`src/rtl/regfile_scoreboard.sv`:
```
`default_nettype none
// ============================================================================
// Module   : regfile_scoreboard
// Brief    : Hazard scoreboard for the 32x32 MIPS32 register file. Tracks
//            registers with an in-flight write, gates issue on RAW/WAW
//            hazards, clears pending state on writeback commit.
// Revision : 1.0 - initial release
// ============================================================================
module regfile_scoreboard #(
    parameter int NUM_REGS = 32,
    parameter int ADDR_W   = 5,
    parameter int CNT_W    = 16
) (
    input  logic                clk,
    input  logic                reset,
    input  logic                issue_valid,
    input  logic [ADDR_W-1:0]   issue_rs,
    input  logic                issue_rs_used,
    input  logic [ADDR_W-1:0]   issue_rt,
    input  logic                issue_rt_used,
    input  logic [ADDR_W-1:0]   issue_rd,
    input  logic                issue_we,
    output logic                issue_ready,
    input  logic                wb_valid,
    input  logic [ADDR_W-1:0]   wb_dest,
    input  logic                flush,
    output logic [NUM_REGS-1:0] pending_mask,
    output logic                busy,
    output logic [CNT_W-1:0]    stall_count,
    output logic                wb_err
);

    localparam logic [CNT_W-1:0]  c_cnt_max = {CNT_W{1'b1}};
    localparam logic [ADDR_W-1:0] c_zero_reg = '0;

    logic [NUM_REGS-1:0] r_pending;
    logic [NUM_REGS-1:0] w_pending_nxt;
    logic [CNT_W-1:0]    r_stall_count;
    logic                r_wb_err;

    logic w_rs_hit;
    logic w_rt_hit;
    logic w_rd_hit;
    logic w_fire;
    logic w_wb_live;
    logic w_wb_bad;

    // Hazard detection looks only at registered pending bits, so a writeback
    // in the same cycle never unblocks a reader (no bypass).
    assign w_rs_hit    = issue_rs_used && (issue_rs != c_zero_reg) && r_pending[issue_rs];
    assign w_rt_hit    = issue_rt_used && (issue_rt != c_zero_reg) && r_pending[issue_rt];
    assign w_rd_hit    = issue_we      && (issue_rd != c_zero_reg) && r_pending[issue_rd];
    assign issue_ready = !(w_rs_hit || w_rt_hit || w_rd_hit);
    assign w_fire      = issue_valid && issue_ready;

    assign w_wb_live   = wb_valid && (wb_dest != c_zero_reg);
    // A stray writeback during a flush is expected debris, not an error.
    assign w_wb_bad    = w_wb_live && !r_pending[wb_dest] && !flush;

    // Next pending state: clear on writeback, then set on issue (set wins),
    // bit 0 forced low, flush overrides everything.
    always_comb begin
        w_pending_nxt = r_pending;
        for (int i = 1; i < NUM_REGS; i++) begin
            if (w_wb_live && (wb_dest == ADDR_W'(i))) begin
                w_pending_nxt[i] = 1'b0;
            end
            if (w_fire && issue_we && (issue_rd == ADDR_W'(i))) begin
                w_pending_nxt[i] = 1'b1;
            end
        end
        w_pending_nxt[0] = 1'b0;
        if (flush) begin
            w_pending_nxt = '0;
        end
    end

    // Pending-bit register.
    always_ff @(posedge clk) begin
        if (reset) begin
            r_pending <= '0;
        end else begin
            r_pending <= w_pending_nxt;
        end
    end

    // Saturating count of cycles where decode presented an instruction but it stalled.
    always_ff @(posedge clk) begin
        if (reset) begin
            r_stall_count <= '0;
        end else if (issue_valid && !issue_ready && (r_stall_count != c_cnt_max)) begin
            r_stall_count <= r_stall_count + CNT_W'(1);
        end
    end

    // Sticky flag for a writeback to a register that had no in-flight write.
    always_ff @(posedge clk) begin
        if (reset) begin
            r_wb_err <= 1'b0;
        end else if (w_wb_bad) begin
            r_wb_err <= 1'b1;
        end
    end

    assign pending_mask = r_pending;
    assign busy         = |r_pending;
    assign stall_count  = r_stall_count;
    assign wb_err       = r_wb_err;

endmodule
`default_nettype wire

```
`config.mk`:
```
export PLATFORM = sky130hd
export DESIGN_NAME = regfile_scoreboard
export DESIGN_NICKNAME = d
export VERILOG_FILES = /design/src/rtl/regfile_scoreboard.sv
export SDC_FILE = /design/constraint.sdc
export NUM_CORES = 1
export LEC_CHECK = 0
export BUFFER_PORTS_ARGS = -buffer_cell sky130_fd_sc_hd__buf_2
export CAP_MARGIN = 0
export CELL_PAD_IN_SITES_DETAIL_PLACEMENT = 0
export CELL_PAD_IN_SITES_GLOBAL_PLACEMENT = 1
export CORE_AREA = 2 2 98 100
export DETAILED_ROUTE_END_ITERATION = 7
export DIE_AREA = 0 0 100 102
export PLACE_DENSITY_LB_ADDON = 0.1
export SYNTH_ARGS = -nofsm -noshare
export SYNTH_HDL_FRONTEND = slang
export SYNTH_SLANG_ARGS = --single-unit
```
`constraint.sdc`:
```
create_clock -name clk -period 2.5 [get_ports clk]
set_input_delay 0.125 -clock clk [delete_from_list [all_inputs] [get_ports clk]]
set_output_delay 0.125 -clock clk [all_outputs]
set_load 0.02 [all_outputs]
```
=== After elaboration in Yosys (flattened, before gate mapping) ===
Index checks and enable logic that the tools add are counted.

* Flip-flop bits (word level): 49
* Word-level logic and storage cells: 289

* $add $sub $neg: 1
* Order comparisons: 4
* Equal/unequal tests: 63
* Multiplexer cells: 70
* Reductions and logical operators: 117

{| class="wikitable"
|+ Operators by type and width
! operator !! count
|-
| $eq A5 B5 Y1 const B || 32
|-
| $eq A5 B4 Y1 const B || 16
|-
| $logic_and A1 B1 Y1 || 75
|-
| $mux W1 || 66
|-
| $reduce_bool A2 Y1 || 31
|-
| $eq A5 B3 Y1 const B || 8
|-
| $reduce_or A32 Y1 || 1
|-
| $lt A5 B6 Y1 const B || 4
|-
| $bmux W1 S5 || 4
|-
| $eq A5 B2 Y1 const B || 4
|-
| $reduce_bool A5 Y1 || 4
|-
| $add A16 B1 Y16 const B || 1
|-
| $ne A16 B16 Y1 const B || 1
|-
| $eq A5 B1 Y1 const B || 2
|-
| $logic_not A1 Y1 || 3
|-
| $logic_or A1 B1 Y1 || 2
|-
| $reduce_or A2 Y1 || 1
|}

=== Depth between registers and ports, before layout ===
* Depth in word-level cells: 10
* Mapped depth: 12
* Gate-level depth less buffers: 9

=== Least setup slack after synthesis ===
No wires, ideal clock.

* Path kind: reg-to-reg
* Start: register r_pending[23] (netlist: pending_mask[23])
* End: register r_stall_count[12] (netlist: stall_count[12])
* Data arrival time: 2.395 ns
* Required time: 2.377 ns
* Slack: -0.018 ns
* Stages on the path, launching flop included: 10
* Buffers on the path: 1
* Cell sequence: dfxtp_1 mux4_2 and2_1 a2111oi_2 a311oi_1 o2bb2ai_2 or2_1 buf_2 nand4_1 mux2_1

* Longest elaborated chain between the ends: 7
* Elaborated cells on any way between the ends: 13
* Those cells by class: mux (6); reduce/logical (7)

{| class="wikitable"
|+ Ends and longest elaborated chain
! item !! line !! text
|-
| from (decl) || 36 || <nowiki>logic [NUM_REGS-1:0] r_pending;</nowiki>
|-
| from (signal assigned) || 83 || <nowiki>r_pending <= w_pending_nxt;</nowiki>
|-
| $bmux W1 S5, on equally long branches || 50, 51 ||
|-
| $mux W1, on equally long branches || 50, 51 ||
|-
| $logic_and A1 B1 Y1, on equally long branches || 50, 51 ||
|-
| $logic_or A1 B1 Y1 || 53 || <nowiki>assign issue_ready = !(w_rs_hit || w_rt_hit || w_rd_hit);</nowiki>
|-
| $logic_or A1 B1 Y1 * || 53 ||
|-
| $logic_and A1 B1 Y1 * (2 in a row) || 91 || <nowiki>end else if (issue_valid && !issue_ready && (r_stall_count != c_cnt_max)) begin</nowiki>
|-
| to (signal assigned) || 92 || <nowiki>r_stall_count <= r_stall_count + CNT_W'(1);</nowiki>
|-
| to (decl) || 38 || <nowiki>logic [CNT_W-1:0] r_stall_count;</nowiki>
|}

Mark *: on every way between the ends. The rest lies on a longest branch, timed or not. The select of a mux whose other input is x is not followed.
A chain may end at the register's enable or synchronous reset.

=== Worst setup path after layout ===
* Start: register r_pending[28] (netlist: pending_mask[28])
* End: output port issue_ready

* Longest elaborated chain between the ends: 6
* Elaborated cells on any way between the ends: 12
* Those cells by class: mux (6); reduce/logical (6)

{| class="wikitable"
|+ Ends and longest elaborated chain
! item !! line !! text
|-
| $bmux W1 S5, on equally long branches || 50, 51 ||
|-
| $mux W1, on equally long branches || 50, 51 ||
|-
| $logic_and A1 B1 Y1, on equally long branches || 50, 51 ||
|-
| $logic_or A1 B1 Y1 || 53 ||
|-
| $logic_or A1 B1 Y1 * || 53 ||
|-
| $logic_not A1 Y1 * || 53 ||
|-
| to (decl) || 23 || <nowiki>output logic issue_ready,</nowiki>
|}

Marks and branches as above.

==> results.md <==
| Group | Parameter | Value |
|:---|:---|:---|
| status | Result of the run | finished with violations |
| status | Failing checks | negative setup slack |
| logic synthesis | Portion of the post-synthesis area used by sequential elements | 28.90% |
| cells and area | Top library cells by usage in the layout, fill and taps aside | buf_2 (76), buf_4 (72), o211ai_1 (34) |
| logic synthesis | Number of synthesized register bits | 48 |
| cells and area | Number of antenna diodes | 0 |
| cells and area | Final Core Density | 50.84% |
| placed design | Post-Place Setup Slack | -0.09955 ns |
| critical path | Cells traversed along the worst timing path | mux4_2 -> o22ai_1 -> nor4b_2 -> nor4_1 -> buf_4 -> o2bb2ai_4 -> or2_4 -> inv_4 -> buf_6 -> buf_6 |
| detailed routing | Per-cell routed wire length | 21.15 µm |
| timing | Time the worst path needs with I/O delays and setup | 2.563 ns |
| hold path | Classification of the worst-slack hold path | input pin to flop |
| critical path | Cell with the largest stage delay on the worst path | mux4_2 |
| detailed routing | Number of DRC violations after detailed routing | 0 |
| timing | Worst-case setup margin in the final layout | -0.06342 ns |
| logic synthesis | Post-synth EDFFs | 0 |
| critical path | Setup slack, reg-to-reg | -0.03 ns |
| timing | Final max-slew violation count | 0 |
| logic synthesis | Number of nets in the synthesized netlist | 391 |
| logic synthesis | Async set or reset register ratio after synthesis | 0% |
| timing | Worst clock skew | 0.01794 ns |
| cells and area | Area growth from synthesis to layout | 39.29% |
| cells and area | Register area | 989.7 µm² |
| floorplan | Chip width | 100 µm |
| cells and area | Most common library cell in the layout ignoring fill and taps | buf_2 |
| floorplan | Placement Rows | 35 |
| clock tree | Clock insertion delay at the later pin of the skew report | 0.31 ns |
| clock tree | Num Clock Sinks | 48 |
| cells and area | Layout fillers | 889 |
| cells and area | Area of combinational cells with multiple inputs | 2335 µm² |
| critical path | Data required time of the critical path | 2.38 ns |
| critical path | Worst-path fanout max | 4 |
| cells and area | Net count, final | 527 |
| clock tree | Number of buffers between clock root and the deepest sink | 2 |
| cells and area | Fraction of final layout cells sized beyond drive strength 1 | 49.90% |
| clock tree | H-tree depth | 2 |
| critical path | Critical Path Start Type | flop |
| placed design | Port-buffer cells | 77 |
| detailed routing | Aggregate routed wire length | 12.90 mm |
| detailed routing | Number of iterations in the first detailed-routing pass | 5 |
| critical path | Startpoint of the most critical register-to-register path | pending_mask[28] |
| clock tree | Clock-pin slew on the worst setup and hold paths | 0.10 ns |
| logic synthesis | Cells after synthesis | 362 |
| grt | Initial antenna violation count | 0 |
| detailed routing | Residual antenna-violating net count after detailed routing | 0 |
| critical path | Cell occurring most often along the worst timing path | buf_6 |
| floorplan | Die H | 102 µm |
| detailed routing | Vias post-DR | 3713 |
| grt | Global-route total usage across every layer | 24.82% |
| timing | Setup-failing EPs final | 11 |
| pwr | Power per cell area | 347.3 nW/µm² |
| timing | Final Hold Fails | 0 |
| placed design | Routability Congestion | 1.019 |
| clock tree | Hold-fix buffers, CTS | 0 |
| timing | Fraction of the cycle the final worst path needs | 102.5% |
| flow run | Max_cap viols | 0 |
| logic synthesis | Synthesized area | 3324 µm² |
| grt | Pin count of the biggest net entering global routing | 32 |
| clock tree | Cts bufs inserted | 5 |
| timing | Final hold slack | 0.1733 ns |
| grt | First-pass GRT wire length | 19.26 mm |
| critical path | Worst setup path start | pending_mask[28] |
| logic synthesis | Mean instance size in the synthesized netlist | 9.184 µm² |
| critical path | Crit Path Category | flop to output pin |
| pwr | Total leakage power | 1.947 nW |
| logic synthesis | Number of unique standard cell types used by synthesis | 52 |
| critical path | Data arrival time at the worst-slack endpoint | 2.44 ns |
| critical path | Crit-path max cell delay | 0.46 ns |
| grt | Global route total overflow | 0 |
| timing | Fmax achieved | 0.3901 GHz |
| hold path | Hold Startpoint | flush |
| grt | Vias in the first global route | 3262 |
| critical path | Endpoint kind of the worst setup timing path | output pin |
| floorplan | Area of the core | 9109 µm² |
| logic synthesis | Syn. warnings | 0 |
| logic synthesis | Leading register cell type out of synthesis | dfxtp_1 |
| timing | Setup repair after global routing missed its margin | true |
| detailed routing | Iteration-0 DRC count of the detailed router | 344 |
| clock tree | Root cell of the clock tree | clkbuf_8 |
| clock tree | Clock tree from TritonCTS | yes |
| floorplan | Die outline area | 10200 µm² |
| placed design | Detailed placer's ending HPWL | 9.813 mm |
| pwr | Peak supply drop | 0.0002073 V |
| detailed routing | Detailed-route vias per instance | 6.087 |
| floorplan | # IOs | 79 |
| floorplan | Starting density of the core | 36.50% |
## metal layers
layer,share of wire (%),track usage [%],vias up
met4,2.2,7.271,0
met3,7.7,2.462,33
met1,49,40.48,1790
met5,0,0,-
met2,42,33.94,186
li1,-,-,1704
## repair_timing
item | CTS | global route
cloned | 0 | 1
setup endpoints to repair | 28 | 48
pin swaps | 8 | 15
gates resized for setup | 20 | 41
setup buffers | 1 | 3
## cell type report
class,count,area share [%]
clock buffer,7,1.864
sequential,48,21.37
inverter,7,0.6215
clock inverter,1,0.1621
tap,111,2.999
timing repair buffer,157,22.56
multi-input combinational,279,50.42
## metrics by stage
| stage | cells | setup TNS [ns] | total power, mW | area [µm²] |
|---|---|---|---|---|
| final | 610 | -0.1808 | 1.608 | 4631 |
| after global routing | 610 | -3.216 | 1.674 | 4631 |
| after CTS | 607 | -0.5998 | 1.591 | 4463 |
| after detailed placement | 598 | -1.151 | 1.081 | 4297 |
| after global placement | 598 | -1.327 | 1.082 | 4297 |
| after floorplan | 362 | 0 | 0.9583 | 3328 |
## cells by family (layout without fill, tap and decap cells)
family	Yosys count	after routing	share of synthesized area (%)
other	1	1	0.1128
AOI/OAI and AO/OA	109	109	23.03
muxes	44	44	22.17
buffers and inverters	35	172	5.043
DFF	48	48	28.90
xor gates and xnor gates	4	4	1.054
and+or+nand+nor	120	120	19.31
adders and majority gates	1	1	0.3763
## where the power goes
part / total, mW / switching [mW] / internal (mW)
sequential: 0.772 / 0.00491 / 0.767
clock: 0.504 / 0.278 / 0.226
combinational: 0.332 / 0.197 / 0.135
## path summary, 6_finish.rpt
| kind | to | depth (start not counted) |
|---|---|---|
| worst max-delay path | issue_ready | 10 |
| worst min-delay path | wb_err | 4 |
| worst max register to register | pending_mask[10] | 10 |
| worst min register to register | stall_count[1] | 2 |
## registers in the layout (all words and copies together), names as in the netlist
| register | count |
|---|---|
| pending_mask | 31 |
| wb_err | 1 |
| stall_count | 16 |
## synth_stat cells (8+ instances only)
library cell   n  area (µm²)
nand3_1       21       105.1
or4_1          8       60.06
mux4_2        23       518.0
nor2_1        18       67.56
clkbuf_1      10       37.54
o21ai_1       19       95.09
o31ai_1       13       97.59
mux2i_1       14       140.1
nor4_1         9       56.30
dfxtp_1       48       960.9
buf_2         11       55.05
nand2_1       22       82.58
nor2b_1       12       75.07
o21ai_2        8       70.07
o211ai_1      34       255.2
a21oi_1       12       60.06
## critical path, delay by kind of cell, from the launching register on
family	cells	cell delay [ns]
multiplexers	1	0.46
buffers and inverters	4	0.43
AO/OA/AOI/OAI	2	0.29
flip-flops	1	0.36
AND/OR/NAND/NOR	3	0.59
(Power assumes the default switching activity.)
